[src/rtl/set_bit_serializer_pkg.sv]
// Shared types and constants for the set-bit serializer and its encoder.
//
// Contents:
//   state_e        FSM state encoding (IDLE, SCAN, EMPTY)
//   DEFAULT_WIDTH  default request vector width
//   pos_width()    output position width, with room for the sentinel value WIDTH
//   NO_BIT         "no bit set" sentinel for the default width
package set_bit_serializer_pkg;

  typedef enum logic [1:0] {
    IDLE  = 2'd0,
    SCAN  = 2'd1,
    EMPTY = 2'd2
  } state_e;

  localparam int unsigned DEFAULT_WIDTH = 32;

  // One extra bit so that the sentinel value WIDTH can be encoded.
  function automatic int unsigned pos_width(input int unsigned width);
    return $clog2(width) + 1;
  endfunction

  localparam int unsigned NO_BIT = DEFAULT_WIDTH;

endpackage

[src/rtl/set_bit_serializer_encoder.sv]
// lowest_set_encoder: combinational lowest-set-bit encoder, shared with the
// upstream detector stage.
//
// Ports:
//   vec_i          input vector
//   pos_o          index of the lowest set bit, or WIDTH when vec_i is zero
//   mask_o         one-hot mask of the lowest set bit (zero when vec_i is zero)
//   onehot_only_o  vec_i has exactly one bit set
module lowest_set_encoder #(
  parameter int unsigned WIDTH = 32,
  parameter int unsigned POS_W = $clog2(WIDTH) + 1
) (
  input  logic [WIDTH-1:0] vec_i,
  output logic [POS_W-1:0] pos_o,
  output logic [WIDTH-1:0] mask_o,
  output logic             onehot_only_o
);

  localparam logic [WIDTH-1:0] ONE = WIDTH'(1);

  logic [WIDTH-1:0] vec_minus_one;

  always_comb begin
    // Scan high to low so the lowest set bit is the last one written.
    pos_o = POS_W'(WIDTH);
    for (int i = WIDTH - 1; i >= 0; i--) begin
      if (vec_i[i]) begin
        pos_o = POS_W'(i);
      end
    end
  end

  // Two's-complement trick isolates the lowest set bit; v & (v-1) clears it.
  assign vec_minus_one = vec_i - ONE;
  assign mask_o        = vec_i & (~vec_i + ONE);
  assign onehot_only_o = (vec_i != '0) && ((vec_i & vec_minus_one) == '0);

endmodule

[src/rtl/set_bit_serializer.sv]
// set_bit_serializer: accepts a request vector and emits the positions of its
// set bits one per output handshake, lowest first. An all-zero vector produces
// a single sentinel position WIDTH with out_last set.
//
// Ports:
//   clk, reset            clock (rising edge), asynchronous active-high reset
//   in_vec/in_valid/in_ready      request vector handshake
//   out_pos/out_valid/out_ready   position handshake
//   out_last              current position is the final one of the vector
//   busy                  FSM is not in IDLE
//
// Build option SET_BIT_SERIALIZER_MERGE_EN: when defined, new vectors are also
// accepted during SCAN and ORed into the pending set.
module set_bit_serializer
  import set_bit_serializer_pkg::*;
#(
  parameter int unsigned WIDTH = DEFAULT_WIDTH,
  parameter int unsigned POS_W = pos_width(WIDTH)
) (
  input  logic             clk,
  input  logic             reset,
  input  logic [WIDTH-1:0] in_vec,
  input  logic             in_valid,
  output logic             in_ready,
  output logic [POS_W-1:0] out_pos,
  output logic             out_valid,
  input  logic             out_ready,
  output logic             out_last,
  output logic             busy
);

  state_e           state_q, state_d;
  logic [WIDTH-1:0] pending_q, pending_d;

  logic [POS_W-1:0] enc_pos;
  logic [WIDTH-1:0] enc_mask;
  logic             enc_onehot;
  logic [WIDTH-1:0] clear_mask;
  logic [WIDTH-1:0] merge_vec;

  lowest_set_encoder #(
    .WIDTH (WIDTH),
    .POS_W (POS_W)
  ) u_enc (
    .vec_i         (pending_q),
    .pos_o         (enc_pos),
    .mask_o        (enc_mask),
    .onehot_only_o (enc_onehot)
  );

  always_ff @(posedge clk or posedge reset) begin
    if (reset) begin
      state_q   <= IDLE;
      pending_q <= '0;
    end else begin
      state_q   <= state_d;
      pending_q <= pending_d;
    end
  end

  always_comb begin
    state_d    = state_q;
    pending_d  = pending_q;
    in_ready   = 1'b0;
    out_valid  = 1'b0;
    out_pos    = '0;
    out_last   = 1'b0;
    clear_mask = '0;
    merge_vec  = '0;

    unique case (state_q)
      IDLE: begin
        in_ready = 1'b1;
        if (in_valid) begin
          if (in_vec != '0) begin
            pending_d = in_vec;
            state_d   = SCAN;
          end else begin
            state_d = EMPTY;
          end
        end
      end

      SCAN: begin
        out_valid = 1'b1;
        out_pos   = enc_pos;
        // out_last looks at pending only; a merge in the same cycle can still
        // refill the set and keep the FSM here.
        out_last  = enc_onehot;
`ifdef SET_BIT_SERIALIZER_MERGE_EN
        in_ready = 1'b1;
        if (in_valid) begin
          merge_vec = in_vec;
        end
`endif
        if (out_ready) begin
          clear_mask = enc_mask;
        end
        // Clear before OR so a bit emitted and re-requested together stays set.
        pending_d = (pending_q & ~clear_mask) | merge_vec;
        if (pending_d == '0) begin
          state_d = IDLE;
        end
      end

      EMPTY: begin
        out_valid = 1'b1;
        out_pos   = POS_W'(WIDTH);
        out_last  = 1'b1;
        if (out_ready) begin
          state_d = IDLE;
        end
      end

      default: begin
        state_d   = IDLE;
        pending_d = '0;
      end
    endcase
  end

  assign busy = (state_q != IDLE);

endmodule

[config.mk]
export PLATFORM = sky130hd
export DESIGN_NAME = set_bit_serializer
export DESIGN_NICKNAME = d
export VERILOG_FILES = /design/src/rtl/set_bit_serializer_pkg.sv /design/src/rtl/set_bit_serializer_encoder.sv /design/src/rtl/set_bit_serializer.sv
export SDC_FILE = /design/constraint.sdc
export NUM_CORES = 1
export LEC_CHECK = 0
export ABC_AREA = 0
export ABC_CLOCK_PERIOD_IN_PS = 4200
export BUFFER_PORTS_ARGS = -buffer_cell sky130_fd_sc_hd__buf_2
export CORE_ASPECT_RATIO = 0.6
export CORE_MARGIN = 2
export CORE_UTILIZATION = 30
export CTS_BUF_LIST = sky130_fd_sc_hd__clkbuf_16
export CTS_CLUSTER_DIAMETER = 50
export DETAILED_ROUTE_END_ITERATION = 6
export GPL_TIMING_DRIVEN = 1
export HOLD_SLACK_MARGIN = 0.05
export SLEW_MARGIN = 20
export SYNTH_ARGS = -nofsm -noshare
export SYNTH_HDL_FRONTEND = slang
export SYNTH_SLANG_ARGS = --single-unit
[constraint.sdc]
create_clock -name clk -period 4.2 [get_ports clk]
set_clock_uncertainty 0.2 [all_clocks]
set_input_delay 1.05 -clock clk [delete_from_list [all_inputs] [get_ports clk]]
set_output_delay 1.05 -clock clk [all_outputs]
set_load 0.02 [all_outputs]
# Word-level counts from Yosys, hierarchy flattened
# Cells that the tools add are included.
totals:
  register_bits: 34
  output_inout_bits: 10
  elab_cells: 72
classes:
  add_sub_neg: 2
  eq_ne: 6
  muxes: 46
  bitwise: 6
  n_reduce_logical: 10
ops:
  columns: ["cell", "n"]
  rows:
  - ["two-way mux 6 bit", 32]
  - ["two-way mux 32 bit", 4]
  - ["bitwise AND 32 bit", 3]
  - ["case mux 32 bit (3 select lines)", 1]
  - ["zero test 32 bit", 2]
  - ["NOT 32 bit", 2]
  - ["nonzero test 32 bit", 2]
  - ["adder 32 x 1 -> 32 bit, second input constant", 1]
  - ["subtractor 32 x 1 -> 32 bit, second input constant", 1]
  - ["case mux 6 bit (2 select lines)", 1]
  - ["two-way mux 2 bit", 4]
  - ["inequality test 2 bit, second input constant", 4]
  - ["case mux 2 bit (3 select lines)", 1]
  - ["AND reduction 3 bit", 2]
  - ["== test 2 x 1 -> 1 bit, second input constant", 1]
  - ["== test 2 bit, second input constant", 1]
  - ["zero test 2 bit", 1]
  - ["two-way mux 1 bit", 2]
  - ["case mux 1 bit (2 select lines)", 1]
  - ["nonzero test 2 bit", 1]
  - ["OR reduction 2 bit", 1]
  - ["logical AND 1 bit", 1]
  - ["NOT 1 bit", 1]

# Depth between registers and ports, before layout
# Gate-level depths: netlist of the first run.
depth:
  depth_word: 33
  ltp_mapped: 9

# Hierarchy
# Synthesis of the first run repeated with hierarchy kept, for this count alone.
hier_totals:
  hier_cells: 381
  hier_area_um2: 3084.2
by_module_without_submodules:
  columns: ["mod", "n_inst", "cells_per_inst", "area_per_inst_um2", "seq_area_each_um2"]
  rows:
  - ["set_bit_serializer", 1, 219, 2062.0, 850.8]
  - ["lowest_set_encoder", 1, 162, 1022.2, 0.0]

# Worst setup path after synthesis of the first run
# No wires, ideal clock.
synth_path:
  path_kind: "register -> output"
  from: "register pending_q[2]"
  to: "output out_last"
  arrival_ps: 2362
  required_time_ps: 2950
  path_slack_ps: 588
  stages_incl_launch_ff: 10
  cell_sequence: "dfrtp_1 buf_6 nor4_4 buf_6 nand2_1 o41ai_1 nand2_1 nor4_1 nand3_1 o21ai_1"
synth_via:
  elab_chain_len: 5
  word_cells_on_any_way: 6
  cone_classes: "1 x add/sub; 1 x mux; 1 x bitwise; 3 x reduce/logical"
synth_rtl:
  columns: ["item", "line_no", "text"]
  rows:
  - ["from (decl)", "set_bit_serializer.sv:33", "logic [WIDTH-1:0] pending_q, pending_d;"]
  - ["from (signal assigned)", "set_bit_serializer.sv:57", "pending_q <= pending_d;"]
  - ["subtractor 32 x 1 -> 32 bit", "set_bit_serializer_encoder.sv:34", "assign vec_minus_one = vec_i - ONE;"]
  - ["bitwise AND 32 bit", "set_bit_serializer_encoder.sv:36", "assign onehot_only_o = (vec_i != '0) && ((vec_i & vec_minus_one) == '0);"]
  - ["zero test 32 bit", "set_bit_serializer_encoder.sv:36", null]
  - ["logical AND 1 bit (*)", "set_bit_serializer_encoder.sv:36", null]
  - ["case mux 1 bit (2 select lines) (*)", "set_bit_serializer.sv:71", "unique case (state_q)"]
  - ["to (decl)", "set_bit_serializer.sv:28", "output logic out_last,"]
# Mark *: on every way between the ends. The rest lies on a longest branch, timed or not.

# Worst setup path in the final report of the first run
layout_path:
  from: "register pending_q[13]"
  to: "output out_last"
# The elaborated chain is that of the path after synthesis.

==> impl_metrics.yaml, run 1 <==
status:
  status: "finished, final reports clean"
synthesis:
  synth.most_common_cell: "o21ai_0"
  yosys-top-cells-area: "dfrtp_1 27%, a22o_1 7.1%, o21ai_0 6.6%, nand2_1 4.8%, nor4_1 4.4%"
  ys_types: 62
  syn_area_sq_um: 3100
  yosysTopAreaCellShare_pct: 27.5
  yosys_register_bits: 34
  yosysTopAreaCell: "dfrtp_1"
  yosys_warnings: 0
  syn_inst: 394
  ys_top_cells_by_count: "41 x o21ai_0, 40 x nand2_1, 34 x dfrtp_1"
  ys.flop_type: "dfrtp_1"
  syn_avg_cell_area_sq_um: 7.86
  synthArstFlopShare_pct: 100
  syn_nets: 433
  synth-edff-count: 0
  seq_area_frac_synth_pct: 27.5
power_and_ir_drop:
  p_sw_share_pct: 52.5
  intPower_mw: 1.46
  pwr_density_cell_nw_per_um2: 824
  combPwrFrac_pct: 59.0
  seq_power_share_pct: 27.3
  clockPowerShare_pct: 13.8
  switching_power_mw: 1.62
  vdd_drop_max_v: 0.000391
  power.leakage_nw: 1.52
routing:
  drc: 0
  viasPerCell: 6.12
  avgRoutedWirePerCell_um: 22.7
  wl_um: 13100
  drt_iter0_drc: 468
  postRouteAntennaNets: 0
  vias: 3531
  first_pass_iters: 5
clock_network:
  htree_levels: 2
  cts_sinks: 34
  cts_tree: "done"
  hold_buffers: 0
  clkTransAtPathRegs_ps: 60
  clk-insertion-delay-late_ps: 280
  cts_max_path_buffers: 2
  root_buffer: "clkbuf_16"
  numCtsBuffers: 5
global_route:
  use_met1_pct: 39.1
  grtUsageMet2_pct: 31.2
  grt_pass1_vias: 3262
  grt_max_degree: 35
  grt-busiest-layer: "met1"
  grt_overflow: 0
  grt_use_met3_pct: 7.94
  grt_pass1_wl_um: 20300
  track_usage_pct: 24.6
  antenna_found_initial: 0
worst_hold_path:
  holdPathStages: 1
  min_path_type: "reg2reg"
sta:
  setup_tns_ps: 0
  rsz0062_at_grt: "false"
  max_freq_mhz: 252
  finalSetupViolCount: 0
  worst_pin_slew_ps: 762
  slew_headroom_pct: 48.8
  period_share_pct: 94.5
  drv_slew: 0
  hold_viol: 0
  period_minus_slack_ps: 3970
floorplan:
  std_cell_rows: 28
  ioPinCount: 46
  start_util_pct: 31.1
  dieArea_sq_um: 11200
  coreArea_sq_um: 9950
  die-height_um: 82.7
  die_w_um: 135
setup_path:
  crit_cells: 9
  rr_worst_depth: 8
  worst_setup_path_end_kind: "primary output"
  cp-startpoint: "pending_q[13]"
  start_kind: "flip-flop"
  cp.required_ps: 2950
  cp_slowest_stage_delay_ps: 490
  cp_cell_sequence: "nor4_4 > buf_4 > nand4_2 > nor2_1 > a31oi_1 > nor4_1 > nand3_1 > o21ai_1 > buf_2"
  crit_buf_inv: 2
  cp.arrival_ps: 2720
  critPathKind: "reg2out"
  cpLargestDelayFamily: "simple AND/OR/NAND/NOR gates"
  reg2reg_to: "state_q[1]"
  cp_slowest_cell: "dfrtp_1"
  crit_path_max_fanout: 9
  worstReg2RegStart: "pending_q[8]"
  endpoint: "out_last"
  r2r_slack_ps: 1100
place:
  port_buffers: 45
  place_hpwl_um: 10100
  place_congestion: 1.01
  place_area_sq_um: 3560
run:
  drv_cap: 0
finish:
  n_antenna_cell: 0
  area_growth_pct: 20.8
  drive_gt1_share_pct: 24.7
  postLayoutCellArea_sq_um: 3740
  final.fill_count: 1084
  fin_nets: 481
logic make-up after synthesis:
group,share of synthesized area [%]
mux,0.808
buf+inv,7.84
fa+ha+maj,1.86
compound gates,33.4
flops,27.5
simple gates,28.6
placed cells by master, fill, tap and decap left out, types with 4 or more instances in the layout:
cell,instances
clkbuf_16,5
a21o_1,6
nor2_1,28
a22o_1,25
a21oi_1,26
buf_4,32
o21ai_0,41
nor4_1,22
o31ai_1,8
nand2_1,40
nor4_4,4
buf_2,45
a31oi_1,4
inv_1,16
nand4_1,8
nand3_1,11
dfrtp_1,34
nor3_1,15
o41ai_1,5
sequential cells by signal, summed over array words and instances (netlist names):
signal     cells
state_q        2
pending_q     32
worst reg2reg max path, stage by stage, from the launching register on:
cell and delay [ps]:
dfrtp_1 430, nor4_4 530, nand2_1 400, o31ai_1 350, o2111ai_1 150, nor4_1 280
buf_4 170, a31oi_1 140, mux2_4 330
stage by stage:
| step | utilization, % | hold WS (ps) | worst slack [ps] | cells | power, mW |
|---|---|---|---|---|---|
| finish | 37.6 | 345 | 229 | 577 | 3.08 |
| global route | 37.6 | 370 | 22.8 | 577 | 3.28 |
| CTS | 37.3 | 343 | 145 | 575 | 3.01 |
| detailed placement | 35.8 | 326 | 467 | 568 | 2.58 |
| global placement | 35.8 | 325 | 455 | 568 | 2.58 |
| floorplan | - | 308 | 588 | 394 | 1.95 |
per-layer routing:
metal / share of wire [%] / wire (um) / vias up
met5: 0 / 0 / -
met4: 0.97 / 127 / 0
met3: 14 / 1780 / 12
met2: 36 / 4750 / 199
met1: 49 / 6420 / 1715
li1: - / - / 1605
cell type report:
cell class,instances,area [sq um],area share (%)
Multi-Input combinational cell,307,2020,53.9
Sequential cell,34,851,22.7
Timing Repair Buffer,78,485,13.0
Tap cell,135,169,4.51
Clock buffer,5,125,3.34
Inverter,16,60.1,1.60
Clock inverter,2,33.8,0.903
worst min-delay path by stage:
| stage | end | from |
|---|---|---|
| 6_report | state_q[1] | state_q[1] |
| 5_1_grt | state_q[1] | state_q[1] |
| 4_1_cts | state_q[1] | state_q[1] |
| 3_5_place_dp | state_q[1] | state_q[1] |
| 3_3_place_gp | state_q[1] | state_q[1] |
| 2_1_floorplan | state_q[1] | state_q[1] |
what timing repair did:
item,4_1_cts,5_1_grt
setup endpoints to repair,0,1
gates resized for setup,0,2
setup buffers,0,2
endpoints found under the hold margin,0,0
power groups by stage:
stage	Combinational [mW]	Clock (mW)	Sequential, mW
final	1.82	0.424	0.840
after detailed placement	1.75	0	0.824
after CTS	1.76	0.431	0.821
after global placement	1.76	0	0.821
after global routing	1.97	0.443	0.862
after floorplan	1.35	0	0.608
(Power assumes the default switching activity.)
==> inputs of run 2 (changes only) <==
ABC_CLOCK_PERIOD_IN_PS = 3900   (was 4200)
CORE_MARGIN = 5   (was 2)
clock period = 3.9 ns   (was 4.2 ns; I/O delays follow)
==> run 2 against run 1 <==
Effect of this change:
- die area up 12%
- design area up 5.3%
- core utilization up 1.9 points
- setup slack worse by 180 ps
- largest power group unchanged
- via count up 5.0%
- global-route usage down 3.0 points
- clock power up 11%
- sequential cell count unchanged
- critical path depth down 1
==> impl_metrics.yaml, run 2 (synthesis gave the netlist of run 1 again) <==
status:
  status: "finished, final reports clean"
routing:
  wl_um: 13600
  vias: 3708
  drt_iter0_drc: 453
  first_pass_iters: 5
  viasPerCell: 6.23
  postRouteAntennaNets: 0
  avgRoutedWirePerCell_um: 22.9
  drc: 0
worst_hold_path:
  hp-start: "state_q[1]"
  hold_end: "state_q[1]"
  min_path_type: "reg2reg"
  holdPathStages: 1
sta:
  drv_slew: 0
  max_freq_mhz: 260
  period_share_pct: 98.7
  worst_slack_ps: 51.2
  hold_viol: 0
  slew_headroom_pct: 43.7
  finalSetupViolCount: 0
  worst_pin_slew_ps: 837
  period_minus_slack_ps: 3850
finish:
  drive_gt1_share_pct: 30.2
  top_regs: "pending_q x32, state_q x2"
  largest_register_ffs: 32
  n_antenna_cell: 0
  fin_nets: 499
  area_growth_pct: 27.2
  final_common_cell: "buf_4"
  final_cells: 595
  top_register: "pending_q"
  final_cell_mix: "47 x buf_4, 46 x buf_2, 41 x o21ai_0"
clock_network:
  cts_tree: "done"
  cts_max_path_buffers: 2
  cts_sinks: 34
  clkTransAtPathRegs_ps: 60
  htree_levels: 2
  numCtsBuffers: 5
  root_buffer: "clkbuf_16"
  clk-insertion-delay-late_ps: 290
floorplan:
  ioPinCount: 46
  start_util_pct: 31.0
  die-height_um: 88.7
  dieArea_sq_um: 12500
  die_w_um: 141
  std_cell_rows: 28
  coreArea_sq_um: 9980
setup_path:
  cp.arrival_ps: 2670
  cpLargestDelayFamily: "simple AND/OR/NAND/NOR gates"
  reg2reg_to: "state_q[1]"
  cp.required_ps: 2720
  cp_cell_sequence: "nor4_1 > nand4b_1 > a211oi_1 > nand2_1 > nor4_1 > nand3_1 > o21ai_1 > buf_2"
  crit_path_max_fanout: 10
  start_kind: "flip-flop"
  worstReg2RegStart: "pending_q[3]"
  crit_buf_inv: 1
  worst_setup_path_end_kind: "primary output"
  cp_slowest_stage_delay_ps: 570
  critPathKind: "reg2out"
  crit_top_cell: "nor4_1"
  r2r_slack_ps: 690
  rr_worst_depth: 12
  cp_slowest_cell: "dfrtp_1"
place:
  place_hpwl_um: 10400
  dp_slack_ps: 163
  place_congestion: 1.01
  port_buffers: 45
  dp_cells: 576
run:
  drv_cap: 0
global_route:
  grt_pass1_wl_um: 20500
  antenna_found_initial: 0
  grt_overflow: 0
  grt_max_degree: 35
  track_usage_pct: 21.6
  grt_pass1_vias: 3349
power_and_ir_drop:
  pwr_density_cell_nw_per_um2: 889
  power.leakage_nw: 1.62
  combPwrFrac_pct: 60.3
  intPower_mw: 1.69
  power_mw: 3.50
  switching_power_mw: 1.81
  vdd_drop_max_v: 0.000381
  clockPowerShare_pct: 13.4
  p_sw_share_pct: 51.6
  seq_power_share_pct: 26.3
-- run 2: cell count changes in the layout (fill, tap and decap cells not counted), sizes merged --
cell / change
buf: +18
-- run 2: what timing repair did --
action | 4_1_cts | 5_1_grt
setup endpoints to repair | 1 | 1
endpoints found under the hold margin | 0 | 0
cloned | 0 | 1
buffers inserted | 1 | 10
pin swaps | 1 | 5
hold buffers | 0 | 0
resized for setup | 5 | 13
-- run 2: metal layers --
layer	vias up	GRT usage, %	routed length [um]
li1	1638	-	-
met1	1812	34.0	6710
met2	248	27.3	4940
met3	10	8.53	1870
met4	0	2.90	80
met5	-	0	0
-- run 2: worst max-delay path by stage --
stage,cells after the start,endpoint,slack [ps],start
6_report,8,out_last,50,pending_q[7]
5_1_grt,8,out_last,-50,pending_q[7]
4_1_cts,8,out_last,30,pending_q[2]
3_5_place_dp,9,out_last,160,pending_q[12]
3_3_place_gp,9,out_last,70,pending_q[12]
2_1_floorplan,9,out_last,360,pending_q[2]
-- run 2: layout make-up --
cell class / count / area, sq um
Sequential cell: 34 / 860
Fill cell: 1044 / 6040
Timing Repair Buffer: 96 / 634
Multi-Input combinational cell: 307 / 2060
Clock buffer: 5 / 125
Clock inverter: 2 / 33.8
Inverter: 16 / 60.1
Tap cell: 135 / 169
-- run 2: worst register-to-register path, stage by stage, from the launching register on --
cell,delay [ps]
dfrtp_2,470
nor4_4,340
buf_6,190
buf_12,100
buf_4,100
buf_4,110
nand3_2,170
o41ai_1,380
o2111ai_1,190
nor4_1,210
buf_4,180
a31oi_1,130
mux2_4,320
-- run 2: metrics by stage --
| stage | area, sq um | hold slack [ps] | setup TNS [ps] | util, % |
|---|---|---|---|---|
| after floorplan | 3100 | 308 | 0 | - |
| after global placement | 3620 | 329 | 0 | 36.2 |
| after detailed placement | 3620 | 334 | 0 | 36.2 |
| after CTS | 3810 | 347 | 0 | 38.1 |
| after global routing | 3940 | 388 | -50.7 | 39.5 |
| final | 3940 | 351 | 0 | 39.5 |
-- run 2: power by group through the flow --
stage,combinational [mW],clock [mW],sequential (mW)
after global routing,2.26,0.485,0.947
after global placement,1.92,0,0.883
after CTS,1.94,0.467,0.889
after detailed placement,1.90,0,0.890
final,2.11,0.469,0.922
after floorplan,1.45,0,0.655
==> inputs of run 3 (changes only) <==
CORE_MARGIN = 3   (was 5)
PLACE_DENSITY = 0.49   (was unset)
==> run 3 against run 2 <==
Effect of this change:
- power is 2.7% lower
- via count is 3.0% lower
- clock-buffer cell count stayed put
- wire length is 1.5% lower
- global-route usage is 1.4 points higher
- hold slack worse by 3.2 ps
- final cell count is 1.7% lower
- maximum frequency is 1.8% higher
- first-iteration DRC count is 11% lower
- setup slack better by 69 ps
- die area is 7.2% lower
- critical path depth is 1 higher
- largest power group unchanged
- highest routed layer unchanged
==> impl_metrics.yaml, run 3 (synthesis gave the netlist of run 1 again) <==
status:
  status: "finished, final reports clean"
setup_path:
  cp_slowest_cell: "dfrtp_2"
  reg2reg_to: "state_q[1]"
  crit_path_max_fanout: 9
  cp_cell_sequence: "nor4_4 > nand4b_4 > buf_4 > o21ai_0 > nand4_1 > a21oi_1 > o2111ai_1 > o21ai_1 > buf_2"
  cp.arrival_ps: 2610
  critPathKind: "reg2out"
  cp.required_ps: 2720
  worst_setup_path_end_kind: "primary output"
  start_kind: "flip-flop"
  rr_worst_depth: 11
  r2r_slack_ps: 690
  worstReg2RegStart: "pending_q[2]"
  cp_slowest_stage_delay_ps: 480
worst_hold_path:
  hp-start: "state_q[1]"
  holdPathStages: 1
  hold_end: "state_q[1]"
  min_path_type: "reg2reg"
place:
  dp_cells: 565
  dp_slack_ps: 288
  place_congestion: 0.992
  port_buffers: 45
  place_hpwl_um: 10200
  place_area_sq_um: 3530
finish:
  final_common_cell: "buf_2"
  largest_register_ffs: 32
  postLayoutCellArea_sq_um: 3850
  area_growth_pct: 24.2
  drive_gt1_share_pct: 28.9
  final_cell_mix: "45 x buf_2, 41 x o21ai_0, 38 x nand2_1, 38 x buf_4, 27 x nor2_1"
  top_regs: "pending_q x32, state_q x2"
  fin_nets: 488
  n_antenna_cell: 0
  final_cells: 585
  top_register: "pending_q"
clock_network:
  root_buffer: "clkbuf_16"
  htree_levels: 2
  clk-insertion-delay-late_ps: 290
  clkTransAtPathRegs_ps: 60
  cts_tree: "done"
  hold_buffers: 0
  cts_sinks: 34
  cts_max_path_buffers: 2
  numCtsBuffers: 5
routing:
  wl_um: 13400
  viasPerCell: 6.15
  first_pass_iters: 4
  postRouteAntennaNets: 0
  avgRoutedWirePerCell_um: 22.9
  drt_iter0_drc: 403
  vias: 3595
  drc: 0
global_route:
  grt_pass1_vias: 3316
  antenna_found_initial: 0
  grt_pass1_wl_um: 20300
  grt_max_degree: 27
  grt_overflow: 0
  track_usage_pct: 23.1
floorplan:
  dieArea_sq_um: 11600
  start_util_pct: 31.1
  std_cell_rows: 28
  coreArea_sq_um: 9950
  die-height_um: 84.7
  ioPinCount: 46
  die_w_um: 137
run:
  drv_cap: 0
sta:
  period_minus_slack_ps: 3780
  hold_viol: 0
  finalSetupViolCount: 0
  worst_pin_slew_ps: 875
  max_freq_mhz: 265
  period_share_pct: 96.9
  slew_headroom_pct: 41.1
  worst_slack_ps: 120
  drv_slew: 0
power_and_ir_drop:
  power.leakage_nw: 1.56
  vdd_drop_max_v: 0.000311
  pwr_density_cell_nw_per_um2: 886
[run 3: layer usage]
metal  part of all wire [%]  track usage [%]  vias up  wire length, um
li1                       -                -     1624                -
met1                     52             38.4     1763             6960
met2                     36             26.6      193             4790
met3                     11             8.56       15             1490
met4                    1.2             4.71        0              161
met5                      0                0        -                0
[run 3: power breakdown]
group | total, mW | switching (mW) | internal (mW) | leakage (nW)
Combinational | 1.98 | 1.17 | 0.814 | 1.07
Sequential | 0.965 | 0.437 | 0.528 | 0.409
Clock | 0.462 | 0.165 | 0.297 | 0.0864
Total | 3.41 | 1.77 | 1.64 | 1.56
[run 3: through the flow]
stage / util (%) / power (mW) / TNS [ps] / hold WS (ps)
5_1_grt: 38.7 / 3.62 / -1.72 / 378
3_5_place_dp: 35.5 / 2.72 / 0 / 336
4_1_cts: 37.2 / 3.20 / 0 / 350
2_1_floorplan: - / 2.11 / 0 / 308
3_3_place_gp: 35.5 / 2.73 / 0 / 328
6_report: 38.7 / 3.41 / 0 / 347
[run 3: worst max-delay path by stage]
stage,startpoint,slack (ps),to
global placement,pending_q[2],350,out_last
detailed placement,pending_q[2],290,out_last
global route,pending_q[7],-2,out_last
CTS,pending_q[8],10,out_last
floorplan,pending_q[2],360,out_last
finish,pending_q[11],120,out_last
[run 3: worst max-delay path, delay by kind of cell (launching register included)]
family / cells / cell delay, ps
simple gates: 3 / 780
compound gates: 4 / 650
buf+inv: 2 / 400
flops: 1 / 480
[run 3: area by class of cell]
cell class / instances / area, sq um
clock inverter: 3 / 37.5
timing repair buffer: 85 / 542
multi-input combinational: 307 / 2050
fill: 1067 / 6100
clock buffer: 5 / 125
sequential: 34 / 862
tap: 135 / 169
inverter: 16 / 60.1
[run 3: what timing repair did]
item | in CTS | in global routing
setup buffers | 0 | 12
hold endpoints to repair | 0 | 0
resized for setup | 1 | 18
gates cloned | 0 | 0
setup endpoints to repair | 1 | 1
pin swaps | 0 | 3
